==> config.mk <==
export PLATFORM = sky130hd
export DESIGN_NAME = muldiv_seq
export DESIGN_NICKNAME = d
export VERILOG_FILES = /design/src/rtl/muldiv_seq.sv
export SDC_FILE = /design/constraint.sdc
export NUM_CORES = 1
export LEC_CHECK = 0
export CAP_MARGIN = 20
export CORE_MARGIN = 3
export CORE_UTILIZATION = 35
export CTS_BUF_LIST = sky130_fd_sc_hd__clkbuf_2 sky130_fd_sc_hd__clkbuf_4 sky130_fd_sc_hd__clkbuf_8
export DETAILED_ROUTE_END_ITERATION = 10
export HOLD_SLACK_MARGIN = 0.03
export PLACE_DENSITY = 0.65
export SLEW_MARGIN = 20
export SYNTH_ARGS = -nofsm -noshare
export SYNTH_HDL_FRONTEND = slang
export SYNTH_SLANG_ARGS = --single-unit
==> constraint.sdc <==
create_clock -name clk -period 8.4 [get_ports clk]
set_input_delay 1.68 -clock clk [delete_from_list [all_inputs] [get_ports clk]]
set_output_delay 1.68 -clock clk [all_outputs]
set_load 0.02 [all_outputs]
==> src/rtl/muldiv_seq.sv <==
// Iterative HI/LO unit: MULT/MULTU by shift-add and DIV/DIVU by restoring division on a borrowed ALU.
// Latency: multiply 34+2*popcount(|rt|), divide 66+popcount(|quotient|), divide by zero 2 (done cycle, start = cycle 0).
// Backpressure: every requesting state holds its state and ALU operands until alu_gnt; each ungranted cycle adds one.
//
// Ports:
//   clk, rst_n            clock and asynchronous active-low reset
//   start, op, opa, opb   launch (op: 00 MULTU, 01 MULT, 10 DIVU, 11 DIV), accepted only when idle
//   flush                 cancel the in-flight operation, leaving hi/lo untouched
//   hi_we, lo_we, wdata   MTHI/MTLO writes, honoured only while idle
//   busy, done, hi, lo    status, one-cycle completion pulse, architectural HI/LO
//   alu_req/gnt/a/b/fncode/r  shared ALU handshake; alu_r is combinational in the same cycle

package muldiv_pkg;
    typedef enum logic [5:0] {
        FUNCT_ADDU = 6'h21,
        FUNCT_SUBU = 6'h23,
        FUNCT_SLTU = 6'h2b
    } funct_t;
endpackage

module muldiv_seq
    import muldiv_pkg::*;
(
    input  logic        clk,
    input  logic        rst_n,
    input  logic        start,
    input  logic [1:0]  op,
    input  logic [31:0] opa,
    input  logic [31:0] opb,
    input  logic        flush,
    input  logic        hi_we,
    input  logic        lo_we,
    input  logic [31:0] wdata,
    output logic        busy,
    output logic        done,
    output logic [31:0] hi,
    output logic [31:0] lo,
    output logic        alu_req,
    input  logic        alu_gnt,
    output logic [31:0] alu_a,
    output logic [31:0] alu_b,
    output funct_t      alu_fncode,
    input  logic [31:0] alu_r
);

    typedef enum logic [2:0] {
        IDLE,
        MUL_TEST,
        MUL_ADD,
        MUL_CARRY,
        DIV_SHIFT,
        DIV_CMP,
        DIV_SUB,
        FIXUP
    } state_t;

    state_t      state;
    // acc_hi/acc_lo hold {P,L} while multiplying and {R,Q} while dividing.
    logic [31:0] acc_hi;
    logic [31:0] acc_lo;
    logic        m;          // bit shifted out of R: remainder is {m,R}
    logic [31:0] t;          // P+A sum waiting for its carry test
    logic [5:0]  cnt;
    logic [31:0] opnd;       // A (multiplicand) or D (divisor) magnitude
    logic        is_div;
    logic        neg_res;    // operand signs differ
    logic        neg_rem;    // dividend negative

    state_t      nxt_state;
    logic [31:0] nxt_acc_hi;
    logic [31:0] nxt_acc_lo;
    logic        nxt_m;
    logic [31:0] nxt_t;
    logic [5:0]  nxt_cnt;
    logic [31:0] nxt_opnd;
    logic        nxt_is_div;
    logic        nxt_neg_res;
    logic        nxt_neg_rem;
    logic        nxt_busy;
    logic        nxt_done;
    logic [31:0] nxt_hi;
    logic [31:0] nxt_lo;
    logic        nxt_alu_req;
    logic [31:0] nxt_alu_a;
    logic [31:0] nxt_alu_b;
    funct_t      nxt_alu_fn;

    // Operand magnitudes: only the signed ops (op[0]=1) look at bit 31.
    // Negating 0x80000000 wraps back to 0x80000000, which is the correct magnitude.
    logic        a_neg;
    logic        b_neg;
    logic [31:0] a_mag;
    logic [31:0] b_mag;
    logic        last_iter;
    logic [63:0] prod_neg;

    assign a_neg     = op[0] & opa[31];
    assign b_neg     = op[0] & opb[31];
    assign a_mag     = a_neg ? (~opa + 32'd1) : opa;
    assign b_mag     = b_neg ? (~opb + 32'd1) : opb;
    assign last_iter = (cnt == 6'd31);
    assign prod_neg  = ~{acc_hi, acc_lo} + 64'd1;

    always_comb begin
        nxt_state   = state;
        nxt_acc_hi  = acc_hi;
        nxt_acc_lo  = acc_lo;
        nxt_m       = m;
        nxt_t       = t;
        nxt_cnt     = cnt;
        nxt_opnd    = opnd;
        nxt_is_div  = is_div;
        nxt_neg_res = neg_res;
        nxt_neg_rem = neg_rem;
        nxt_busy    = busy;
        nxt_done    = 1'b0;
        nxt_hi      = hi;
        nxt_lo      = lo;

        case (state)
            IDLE: begin
                if (hi_we) nxt_hi = wdata;
                if (lo_we) nxt_lo = wdata;
                if (start) begin
                    nxt_busy    = 1'b1;
                    nxt_cnt     = 6'd0;
                    nxt_m       = 1'b0;
                    nxt_neg_res = a_neg ^ b_neg;
                    nxt_neg_rem = a_neg;
                    nxt_is_div  = op[1];
                    if (!op[1]) begin
                        nxt_opnd   = a_mag;
                        nxt_acc_hi = 32'd0;
                        nxt_acc_lo = b_mag;
                        nxt_state  = MUL_TEST;
                    end else if (b_mag == 32'd0) begin
                        // Divide by zero: fixed all-ones quotient, dividend as remainder.
                        nxt_opnd   = b_mag;
                        nxt_acc_hi = a_mag;
                        nxt_acc_lo = 32'hFFFF_FFFF;
                        nxt_state  = FIXUP;
                    end else begin
                        nxt_opnd   = b_mag;
                        nxt_acc_hi = 32'd0;
                        nxt_acc_lo = a_mag;
                        nxt_state  = DIV_SHIFT;
                    end
                end
            end

            MUL_TEST: begin
                if (!acc_lo[0]) begin
                    nxt_acc_hi = {1'b0, acc_hi[31:1]};
                    nxt_acc_lo = {acc_hi[0], acc_lo[31:1]};
                    nxt_cnt    = cnt + 6'd1;
                    nxt_state  = last_iter ? FIXUP : MUL_TEST;
                end else begin
                    nxt_state = MUL_ADD;
                end
            end

            MUL_ADD: begin
                if (alu_gnt) begin
                    nxt_t     = alu_r;
                    nxt_state = MUL_CARRY;
                end
            end

            MUL_CARRY: begin
                // The sum wrapped iff it is below the addend; that bit becomes the new P[31].
                if (alu_gnt) begin
                    nxt_acc_hi = {alu_r[0], t[31:1]};
                    nxt_acc_lo = {t[0], acc_lo[31:1]};
                    nxt_cnt    = cnt + 6'd1;
                    nxt_state  = last_iter ? FIXUP : MUL_TEST;
                end
            end

            DIV_SHIFT: begin
                nxt_m      = acc_hi[31];
                nxt_acc_hi = {acc_hi[30:0], acc_lo[31]};
                nxt_acc_lo = {acc_lo[30:0], 1'b0};
                nxt_state  = DIV_CMP;
            end

            DIV_CMP: begin
                // With m set the 33-bit remainder always exceeds D, whatever SLTU says.
                if (alu_gnt) begin
                    if (m || !alu_r[0]) begin
                        nxt_state = DIV_SUB;
                    end else begin
                        nxt_cnt   = cnt + 6'd1;
                        nxt_state = last_iter ? FIXUP : DIV_SHIFT;
                    end
                end
            end

            DIV_SUB: begin
                // The true difference is below D, so the 32-bit wrap drops only m.
                if (alu_gnt) begin
                    nxt_acc_hi    = alu_r;
                    nxt_acc_lo[0] = 1'b1;
                    nxt_m         = 1'b0;
                    nxt_cnt       = cnt + 6'd1;
                    nxt_state     = last_iter ? FIXUP : DIV_SHIFT;
                end
            end

            FIXUP: begin
                if (is_div) begin
                    nxt_lo = neg_res ? (~acc_lo + 32'd1) : acc_lo;
                    nxt_hi = neg_rem ? (~acc_hi + 32'd1) : acc_hi;
                end else if (neg_res) begin
                    nxt_hi = prod_neg[63:32];
                    nxt_lo = prod_neg[31:0];
                end else begin
                    nxt_hi = acc_hi;
                    nxt_lo = acc_lo;
                end
                nxt_busy  = 1'b0;
                nxt_done  = 1'b1;
                nxt_state = IDLE;
            end

            default: begin
                nxt_state = IDLE;
                nxt_busy  = 1'b0;
            end
        endcase

        // Flush beats start; an in-flight result is discarded, idle writes still land.
        if (flush) begin
            nxt_state = IDLE;
            nxt_busy  = 1'b0;
            nxt_done  = 1'b0;
            if (state != IDLE) begin
                nxt_hi = hi;
                nxt_lo = lo;
            end
        end
    end

    // ALU outputs are registered from the state being entered, so they are
    // valid for the whole requesting cycle and frozen while the grant is withheld.
    always_comb begin
        nxt_alu_req = 1'b0;
        nxt_alu_a   = 32'd0;
        nxt_alu_b   = 32'd0;
        nxt_alu_fn  = FUNCT_ADDU;
        case (nxt_state)
            MUL_ADD: begin
                nxt_alu_req = 1'b1;
                nxt_alu_a   = nxt_acc_hi;
                nxt_alu_b   = nxt_opnd;
                nxt_alu_fn  = FUNCT_ADDU;
            end
            MUL_CARRY: begin
                nxt_alu_req = 1'b1;
                nxt_alu_a   = nxt_t;
                nxt_alu_b   = nxt_opnd;
                nxt_alu_fn  = FUNCT_SLTU;
            end
            DIV_CMP: begin
                nxt_alu_req = 1'b1;
                nxt_alu_a   = nxt_acc_hi;
                nxt_alu_b   = nxt_opnd;
                nxt_alu_fn  = FUNCT_SLTU;
            end
            DIV_SUB: begin
                nxt_alu_req = 1'b1;
                nxt_alu_a   = nxt_acc_hi;
                nxt_alu_b   = nxt_opnd;
                nxt_alu_fn  = FUNCT_SUBU;
            end
            default: begin
                nxt_alu_req = 1'b0;
            end
        endcase
    end

    always_ff @(posedge clk or negedge rst_n) begin
        if (!rst_n) begin
            state      <= IDLE;
            acc_hi     <= 32'd0;
            acc_lo     <= 32'd0;
            m          <= 1'b0;
            t          <= 32'd0;
            cnt        <= 6'd0;
            opnd       <= 32'd0;
            is_div     <= 1'b0;
            neg_res    <= 1'b0;
            neg_rem    <= 1'b0;
            busy       <= 1'b0;
            done       <= 1'b0;
            hi         <= 32'd0;
            lo         <= 32'd0;
            alu_req    <= 1'b0;
            alu_a      <= 32'd0;
            alu_b      <= 32'd0;
            alu_fncode <= FUNCT_ADDU;
        end else begin
            state      <= nxt_state;
            acc_hi     <= nxt_acc_hi;
            acc_lo     <= nxt_acc_lo;
            m          <= nxt_m;
            t          <= nxt_t;
            cnt        <= nxt_cnt;
            opnd       <= nxt_opnd;
            is_div     <= nxt_is_div;
            neg_res    <= nxt_neg_res;
            neg_rem    <= nxt_neg_rem;
            busy       <= nxt_busy;
            done       <= nxt_done;
            hi         <= nxt_hi;
            lo         <= nxt_lo;
            alu_req    <= nxt_alu_req;
            alu_a      <= nxt_alu_a;
            alu_b      <= nxt_alu_b;
            alu_fncode <= nxt_alu_fn;
        end
    end

endmodule
# Word-level counts from Yosys, hierarchy flattened
# Index checks and enable logic that the tools add are counted.
# word_totals
wordCells	141
inputBits	137
out_inout_bits	137
reg_bits	278
# classes
muxes	67
n_bitwise	8
addsub	6
reduce_logical	20
n_eq_ne	21
# op_table
op	count
$mux 32	31
$pmux 32 s2	3
$pmux 32 s5	1
$add 32x1->32 const B	4
$not 32->32	4
$pmux 31 s4	1
$add 64x1->64 const B	1
$not 64->64	1
$logic_not 32->1	1
$mux 6	5
$mux 3	9
$pmux 3 s8	1
$pmux 6 s4	1
$eq 3x3->1 const B	6
$ne 2x2->1 const B	7
$eq 3x2->1 const B	4
$reduce_bool 3->1	3
$mux 1	8
$pmux 4 s2	1
$reduce_and 4->1	2
$reduce_bool 4->1	2
$add 6x1->6 const B	1
$eq 6x5->1 const B	1
$mux 2	3
18 further kinds	21

# Depth between registers and ports, before layout
# depth
depth_word	12
mapped_depth	13
mapped_depth_nobuf	11

# Worst setup path after synthesis
# No wires, ideal clock.
# synth_timing
path_type	input-to-reg
from	in opb[20]
to	reg alu_a[0]
path_slack_ps	3583
setup_time_ps	96
arrival_ps	4722
t_required_ps	8304
cell_stages	10
path_buffers	2
cell_sequence	clkbuf_1 or4_1 nor4_1 mux2_2 nor4_2 nand4_1 or4_1 buf_2 o311a_1 o32ai_2
# synth_via
elab_chain_cells	12
word_cells_on_any_way	19
cone_classes	1 x add/sub; 4 x eq/ne; 11 x mux; 1 x bitwise; 2 x reduce/logical
# synth_lines
element	line_no	source
start, declared	29	input logic [31:0] opb,
$not 32->32	100	assign b_mag = b_neg ? (~opb + 32'd1) : opb;
$add 32x1->32	100	
$mux 32 *	100	
$logic_not 32->1 *	136	end else if (b_mag == 32'd0) begin
$mux 2	136	
$mux 3	131	if (!op[1]) begin
$mux 3	124	if (start) begin
$pmux 3 s8	120	case (state)
$mux 3	232	if (flush) begin
$eq 3x3->1 / $eq 3x2->1 (equally long branches)	250	case (nxt_state)
$reduce_or 3->1 (no source line)	--	
$pmux 32 s2 *	250	
via nxt_alu_a[0]	84	logic [31:0] nxt_alu_a;
end signal, assigned	317	alu_a <= nxt_alu_a;
end, declared	40	output logic [31:0] alu_a,
# Mark *: on every way through the listed nets, which the timed path passes. The rest lies on a longest branch.
# A chain may end at the register's enable or synchronous reset.

# Final worst setup path
# layout_timing
from	in opb[0]
to	reg alu_b[5]
# layout_via
elab_chain_cells	12
word_cells_on_any_way	18
cone_classes	1 x add/sub; 4 x eq/ne; 10 x mux; 1 x bitwise; 2 x reduce/logical
# layout_lines
element	line_no	source
$not 32->32	100	
$add 32x1->32	100	
$mux 32 *	100	
$logic_not 32->1	136	
$mux 2	136	
$mux 3	131	
$mux 3	124	
$pmux 3 s8	120	
$mux 3	232	
$eq 3x3->1 / $eq 3x2->1 (equally long branches)	250	
$reduce_or 4->1 (no source line)	--	
$mux 32 *	250	
via nxt_alu_b[5]	85	logic [31:0] nxt_alu_b;
end signal, assigned	318	alu_b <= nxt_alu_b;
end, declared	41	output logic [31:0] alu_b,
# Marks and branches as above.

==> summary.txt <==
Status
  – Status: completed

Finish
  – Nets: 2286
  – Area occupied by multi-input gates: 9055 sq um
  – Share of cells above drive strength 1: 8.337%
  – # diodes: 0
  – # fillers: 4660
  – Area Growth Syn to Fin: 25.07%
  – Register area: 6857 sq um
  – Layout Cells excl Fill: 2790

Logic synthesis
  – Avg Cell Area, Syn: 8.563 sq um
  – Fraction of registers with async set/reset: 100.0%
  – Yosys warns: 0
  – EDFF count, synth: 0
  – Synth top area share: 40.77%
  – Synth cell types: 77
  – Register bit count reported by yosys: 274
  – Post-synth top area cell: dfrtp_1
  – Synth area leaders: dfrtp_1 (41%), nand2_1 (4.4%), nor2_1 (4.4%)
  – Register area share after synthesis: 40.77%
  – Synthesized area: 16820 sq um
  – Post-synth top cells: dfrtp_1 (274), nand2_1 (198), nor2_1 (196), clkbuf_1 (140), o21ai_0 (129)
  – Post-Syn Instances: 1964
  – Main synth FF type: dfrtp_1
  – Top-count cell post-synth: dfrtp_1

Floorplan
  – CORE AREA: 47050 sq um
  – Initial Utilization: 35.75%
  – Die Wd: 225.2 um
  – Die Y: 225.2 um
  – Full die area: 50720 sq um
  – Io pins: 274
  – Cell Rows: 79

Drt
  – # DRC: 0
  – Via density: 5.939
  – Routed wire length: 67.85 mm
  – Per-cell routed wire length: 24.32 um
  – Routed Antenna Nets: 0
  – First DRT Iteration DRCs: 1995
  – Via count: 16570
  – DR pass1 iterations: 7

Global routing
  – Antenna violations before repair: 1
  – Remaining global-route overflow: 0
  – Total track usage: 26.07%
  – Vias in the first global route: 15840
  – First-pass GRT wire length: 100.6 mm
  – Largest net degree at the start of global routing: 84

Worst setup path
  – WP buf/inv: 3
  – Crit path max-delay family: simple AND/OR/NAND/NOR gates
  – Crit Path Class: in2reg
  – WP data required: 8.95 ns
  – Crit-path slowest cell: clkdlybuf4s50_1
  – Critical path capture point type: flop
  – Cell Chain, Critical Path: clkdlybuf4s50_1 -> inv_1 -> ha_1 -> nor4b_2 -> nand4_1 -> o21ai_0 -> xor2_1 -> nor2b_1 -> nand4b_1 -> nor4_4 -> o2111ai_4 -> buf_4 -> a21boi_0
  – Worst-path maximum fanout: 48
  – Largest stage delay on the critical path: 0.54 ns
  – Worst Path Arrival: 6.42 ns
  – Startpoint types: input pin

STA
  – Count of final setup violators: 0
  – Slew margin rel.: 23.26%
  – Final worst path period share: 69.94%
  – Fmax: 170.2 MHz
  – Fin. Hold Viols: 0
  – Clk_skew: 0.05229 ns
  – Setup TNS: 0 ns
  – RSZ-0062 raised after global routing: no
  – Worst slew pin tran: 1.143 ns
  – Slew Viols, Final: 0
  – Crit path time final: 5.875 ns

CTS
  – CTS tree: built
  – Htree depth: 2
  – Max clock buf depth: 3
  – Post_cts resized: 0
  – Setup bufs post-CTS: 0
  – CTS Root Cell: clkbuf_8
  – Total CTS buffers: 49
  – Worst-Skew Late Latency: 0.67 ns
  – Clk sinks: 274
  – Clk pin slew, worst setup/hold paths: 0.06 ns
  – Hold buffer count at cts: 0

Flow run
  – MaxCap Viol Count: 0

Placed design
  – GP Congestion: 0.9468
  – Hpwl dp: 49.88 mm
  – Placed cells: 2700
  – Port bufs: 269

Power and ir drop
  – Leak: 8.917 nW
  – PwrDens: 388.3 nW/um^2
  – Peak VDD IR: 178.8 uV

Min path
  – Worst min path class: reg2reg
[worst reg2reg max path: cells and delay by family, from the launching register on]
| kind | cells | cell delay [ns] |
|---|---|---|
| AO/OA/AOI/OAI | 3 | 1.29 |
| buffers and inverters | 1 | 0.66 |
| flip-flops | 1 | 0.91 |
| multiplexers | 1 | 0.93 |
| AND/OR/NAND/NOR | 1 | 0.30 |
[sequential cells by signal (all words and copies together) (netlist names), 32 cells and up]
| register | flops |
|---|---|
| acc_hi | 32 |
| acc_lo | 32 |
| alu_a | 32 |
| alu_b | 32 |
| hi | 32 |
| lo | 32 |
| opnd | 32 |
| t | 32 |
[layer usage]
| layer | up-vias | GRT usage (%) | wire (um) |
|---|---|---|---|
| met1 | 8086 | 37.41 | 29550 |
| met3 | 143 | 5.132 | 6406 |
| li1 | 7434 | - | - |
| met2 | 904 | 38.68 | 28910 |
| met4 | 2 | 10.48 | 2975 |
| met5 | - | 0 | 13 |
[final timing paths]
check	startpoint	end	slack, ns	cells after the start
max	opb[0]	alu_b[5]$_DFF_PN0_	2.53	13
min in group asynchronous	rst_n	hi[27]$_DFFE_PN0P_	0.98	1
min	opnd[28]$_DFF_PN0_	opnd[28]$_DFF_PN0_	0.47	2
max reg2reg	state[2]$_DFF_PN0_	alu_a[11]$_DFF_PN0_	4.14	6
min reg2reg	opnd[28]$_DFF_PN0_	opnd[28]$_DFF_PN0_	0.47	2
max in group asynchronous	rst_n	alu_b[28]$_DFF_PN0_	6.05	2
[cell usage in the layout (no fill, tap or decap), drive strengths merged, types with 7 or more instances in the layout]
master,n
xnor2,56
buf,26
nand2,198
o22ai,34
dfrtp,274
and3,8
mux2,12
and2,15
o31ai,29
a21o,13
a31oi,50
clkbuf,72
clkdlybuf4s50,267
or4,15
a21oi,122
a22oi,88
or2,9
clkinv,12
nor3,45
a21boi,37
nor2b,14
a221o,32
o31a,8
xor2,63
nand2b,15
a211oi,7
nor4,24
nor2,196
or3,20
mux2i,44
nand3,30
o221ai,8
o21ai,131
a221oi,8
o21a,29
nand4,12
o41ai,10
inv,88
[per-stage QoR]
stage	area [sq um]	utilization [%]	hold WS [ns]	worst slack, ns	power (W)
2_1_floorplan	16830	-	0.4283	3.583	0.005010
3_3_place_gp	19850	42.19	0.4510	2.183	0.006565
3_5_place_dp	19870	42.23	0.4520	2.023	0.006625
4_1_cts	21030	44.69	0.4681	2.691	0.008118
5_1_grt	21040	44.71	0.4804	2.112	0.008638
6_report	21040	44.71	0.4701	2.525	0.008168
[cell families (layout without fill, tap and decap cells)]
logic type,after synthesis,after routing,synth area share [%]
XOR/XNOR,119,119,6.197
AND/OR/NAND/NOR,621,621,17.58
flip-flops,274,274,40.77
AO/OA/AOI/OAI,635,635,25.73
adder cells (fa/ha/maj),5,5,0.3720
buffers and inverters,252,469,5.892
other,2,4,0.04465
multiplexers,56,56,3.422
[report_power, final]
| part | internal (W) | switching, W | leakage (nW) |
|---|---|---|---|
| clock | 0.000848 | 0.000621 | 0.614 |
| sequential | 0.00188 | 0.000647 | 3.52 |
| combinational | 0.00164 | 0.00254 | 4.78 |
[layout make-up]
class                      instances  share of cell area, %
clock inverter                    18                  1.059
timing repair buffer             293                  13.71
clock buffer                      72                  4.443
inverter                          86                  1.535
tap                              607                  3.611
multi-input combinational       1440                  43.05
sequential                       274                  32.60
(Power assumes the default switching activity.)
==> RTL edit 1, RTL diff (config.mk and constraints unchanged) <==
Encoding of `state_t`: now one-hot (8 bits for 8 states).
--- a/src/rtl/muldiv_seq.sv
+++ b/src/rtl/muldiv_seq.sv
@@ -43,15 +43,15 @@
     input  logic [31:0] alu_r
 );
 
-    typedef enum logic [2:0] {
-        IDLE,
-        MUL_TEST,
-        MUL_ADD,
-        MUL_CARRY,
-        DIV_SHIFT,
-        DIV_CMP,
-        DIV_SUB,
-        FIXUP
+    typedef enum logic [7:0] {
+        IDLE      = 8'b00000001,
+        MUL_TEST  = 8'b00000010,
+        MUL_ADD   = 8'b00000100,
+        MUL_CARRY = 8'b00001000,
+        DIV_SHIFT = 8'b00010000,
+        DIV_CMP   = 8'b00100000,
+        DIV_SUB   = 8'b01000000,
+        FIXUP     = 8'b10000000
     } state_t;
 
     state_t      state;
Formal check against the unedited RTL: same outputs for any inputs over 4 cycles, from zero or initial values and one cycle with rst_n low; so few cycles prove little.
==> RTL edit 1 against the unedited design <==
Design area is 0.12% lower; synthesized area is 0.84% lower; largest cell class unchanged; sequential share of layout area is 0.64 points higher; worst setup slack better by 0.33 ns; count of clock-buffer cells in the layout is 5 higher; sequential cell count is 5 higher; routed wire length is 3.9% lower.
Power is not compared: it rests on default switching activity, and its combinational part moved more than twofold at a synthesized area within 25%.
==> RTL edit 1: results (changes against the unedited design) <==
Status
  – Status: finished, final reports clean

Finish
  – ANT cells: 1 (+1)
  – Non-clk buf share: 14.0% (+0.31 points)
  – Nets: 2253 (-1.4%)
  – Number of non-clock buffers: 301 (+2.7%)
  – Fillers: 4589 (-1.5%)
  – Inverter count: 27 (-69%)
  – Clock buffer cells: 77 (+6.9%)
  – Final cell count without fillers: 2759 (-1.1%)
  – Sequential share of cell area: 33.2% (+0.64 points)

CTS
  – Later-pin clock latency in the skew report: 0.65 ns (-0.02 ns)
  – Inserted Clock Buffers: 50 (+2.0%)

Yosys
  – Compound-Gate Fraction of Synth Area: 24.9% (-0.80 points)
  – Post-synth cell types: 85 (+10%)
  – Commonest cells post-synth: dfrtp_1 (278), nand2_1 (207), o21ai_0 (180)
  – Average size of a mapped cell: 8.70 sq um (+1.6%)
  – Mux cell area share after synthesis: 4.10% (+0.67 points)
  – Top area cells in the synthesized netlist: dfrtp_1 (42%), o21ai_0 (5.4%), a21oi_1 (5.0%)
  – Seq/Total Area, Yosys: 41.9% (+1.1 points)
  – Adder-cell share of the synthesized area: 0.450% (+0.078 points)

Critical path
  – FF-to-FF path depth: 10 (+4)
  – Crit. Startpoint: op[0]
  – Worst r2r dst: alu_fncode[1]
  – Worst R2R Setup Slack: 4.05 ns (-0.09 ns)
  – CP max stage delay: 0.90 ns (+0.36 ns)
  – Worst Setup EP: alu_a[0]
  – Crit-path max FO: 25 (-48%)

Min path
  – Worst Hold End: opnd[14]

Timing
  – Relative slew slack: 24.0% (+0.76 points)
  – Final Skew: 0.0466 ns (-0.00566 ns)

Placed design
  – Post-Place Cells: 2665 (-1.3%)
  – Final HPWL DP: 48100 um (-3.5%)

Global route
  – Number of global-route vias before repair: 15400 (-2.6%)
  – First-pass GRT wire length: 97300 um (-3.3%)

Route
  – DR iter-0 viols: 1697 (-15%)
  – Vias per inst: 5.86 (-1.3%)
  – First-pass DRT Iterations: 6 (-1)
  – Drt wl/cell: 23.6 um (-2.8%)
## RTL edit 1: power by group through the flow
stage | Clock [W] | Combinational (W) | Sequential [W]
detailed placement | 0 | 0.00124 | 0.00177
floorplan | 0 | 0.000654 | 0.00177
CTS | 0.00155 | 0.00124 | 0.00175
finish | 0.00152 | 0.00125 | 0.00176
global route | 0.00161 | 0.00135 | 0.00178
global placement | 0 | 0.00122 | 0.00176
## RTL edit 1: per-layer routing
layer	track usage (%)	up-vias	share of wire, %
li1	-	7353	-
met1	35.6	7834	43
met2	38.1	851	44
met3	5.27	131	9.0
met4	8.96	6	3.9
met5	0	-	0.058
## RTL edit 1: through the flow
step	total power, W	setup slack [ns]	hold WS, ns	cell area, sq um
floorplan	0.00242	3.75	0.428	16700
global placement	0.00298	2.49	0.446	19800
finish	0.00452	2.85	0.467	21000
detailed placement	0.00301	2.42	0.454	19800
global route	0.00474	2.73	0.482	21000
CTS	0.00454	3.09	0.471	21000
==> RTL edit 2, RTL diff (config.mk and constraints unchanged) <==
Made on the original files. Reset style: synchronous (`rst_n`), changed in one clocked block. Comments in the files are not updated.
--- a/src/rtl/muldiv_seq.sv
+++ b/src/rtl/muldiv_seq.sv
@@ -278,7 +278,7 @@
         endcase
     end
 
-    always_ff @(posedge clk or negedge rst_n) begin
+    always_ff @(posedge clk) begin
         if (!rst_n) begin
             state      <= IDLE;
             acc_hi     <= 32'd0;
Behaviour: differs if rst_n is asserted again (counterexample within 4 cycles, from zero or initial values and one cycle with rst_n low); with rst_n held inactive, the same outputs for 4 cycles.
==> RTL edit 2 against the unedited design <==
Maximum frequency down 10%; core utilization shrank 0.12 points; largest cell class unchanged; design area shrank 3.0%; sequential share of layout area down 5.7 points; die area down 2.6%; worst setup slack lost 0.68 ns; routed wire length decreased by 0.13%; synthesized area shrank 2.6%; sequential cell count unchanged.
Power is not compared: it rests on default switching activity, and its combinational part moved more than twofold at a synthesized area within 25%.
==> RTL edit 2: results (changes against the unedited design) <==
Status
  – Status: finished, final reports clean

Pwr
  – Worst-case vdd ir drop: around 150 uV
  – Leak: 7.23 nW
  – Switching part of the total: 32.8%

Yosys
  – Share of async-settable or async-resettable flops after synthesis: 0% (-100 points)
  – Commonest cells post-synth: nor2_1 (323), dfxtp_1 (274), nand2_1 (196)
  – Synth Warn #: 0 (unchanged)
  – Top area cells in the synthesized netlist: dfxtp_1 (34%), nor2_1 (7.4%), a21oi_1 (5.1%)
  – Seq/Total Area, Yosys: 33.5% (-7.3 points)
  – Post-synth cell types: 83 (+7.8%)
  – Mapped Cells: 2150 (+9.5%)

CTS
  – Clk buf depth: 3 (unchanged)
  – Post_cts resized: 0 (unchanged)
  – Root Driver: clkbuf_8
  – Clock transition at path regs: 0.06 ns (about the same)
  – H-tree Lvls: 2 (unchanged)
  – Later-pin clock latency in the skew report: 0.66 ns
  – Post-CTS Setup Repair Bufs: 0 (unchanged)
  – Inserted Clock Buffers: 50 (+2.0%)

Critical path
  – CP max stage delay: 0.98 ns (+0.44 ns)
  – Slowest CP cell: or4_2
  – Crit-path max FO: 37 (-23%)
  – Worst R2R Setup Slack: 3.76 ns (-0.38 ns)

Route
  – Drt wl/cell: 23.1 um (-4.9%)
  – DR iter-0 viols: 2445 (+23%)
  – Vias per inst: 6.03 (+1.6%)
  – First-pass DRT Iterations: 6 (-1)

Placed design
  – Final HPWL DP: 50300 um (+0.77%)
  – Post-Place Cells: 2842 (+5.3%)
  – Post-DP Area: 19300 sq um (-3.0%)
  – RePlAce Congestion: 0.944 (-0.30%)
  – Place WS: 1.33 ns (-0.693 ns)
  – IO Port Bufs: 269 (unchanged)

Global route
  – First-pass GRT wire length: 101000 um (about the same)
  – Initial antenna violation count: 0 (-1)
  – Number of global-route vias before repair: 16400 (+3.4%)
  – Largest net degree at the start of global routing: 90 (+7.1%)
  – Total Routing Usage GR: 25.8% (-0.28 points)

Finish
  – Layout cells sized above 1: 8.97% (+0.64 points)
  – ANT cells: 0 (unchanged)
  – Nets: 2436 (+6.6%)
  – Final cell count without fillers: 2929 (+5.0%)

Timing
  – Final Skew: 0.0444 ns (-0.00784 ns)
  – WHS: 0.475 ns (+0.00479 ns)
  – Final Worst Setup Slack: 1.84 ns (-0.681 ns)
  – Relative slew slack: 26.6% (+3.4 points)
RTL edit 2: cell types whose count changed after synthesis, sizes merged, moves of 21 or more:
cell,before,now
clkbuf,140,177
dfrtp,274,0
a211oi,7,52
a22oi,88,50
a31o,1,22
a21oi,122,168
dfxtp,0,274
a21boi,37,3
nor2,196,323
o21a,29,1
nand4,12,46
inv,86,22
RTL edit 2: final cells by class:
type,instances,area (sq um)
clock inverters,17,258
inverters,24,91.3
multi-input cells,1647,10100
repair buffers,297,2890
flip-flops and latches,274,5490
clock buffers,70,876
well taps,600,751
fillers,4587,25400
RTL edit 2: path summary, 6_finish.rpt:
| kind | from | to | cells after the start |
|---|---|---|---|
| setup / recovery | opb[4] | alu_a[17] | 10 |
| hold / removal | hi[8] | hi[8] | 2 |
| setup reg to reg | state[1] | alu_a[17] | 11 |
| hold reg to reg | hi[8] | hi[8] | 2 |
RTL edit 2: logic make-up (layout without fill, tap and decap cells):
logic type,after synthesis,in the layout,share of synthesized area [%]
compound gates,663,663,27.7
xor+xnor,123,123,6.58
fa+ha+maj,5,5,0.382
buf+inv,231,408,5.75
flops,274,274,33.5
mux,46,46,2.87
other cells,2,4,0.0459
simple gates,806,806,23.2
RTL edit 2: layer usage:
| metal | vias up | part of all wire [%] | GRT usage [%] |
|---|---|---|---|
| met5 | - | 0 | 0 |
| met4 | 0 | 3.9 | 9.64 |
| met3 | 141 | 10 | 5.60 |
| met2 | 1026 | 43 | 39.3 |
| met1 | 8396 | 43 | 35.7 |
| li1 | 8111 | - | - |
RTL edit 2: power groups by stage:
stage               combinational [W]  sequential [W]  clock (W)
floorplan                    0.000532         0.00149          0
global placement             0.000869         0.00150          0
detailed placement           0.000876         0.00150          0
CTS                          0.000881         0.00147    0.00149
global route                 0.000959         0.00149    0.00154
finish                       0.000896         0.00148    0.00147
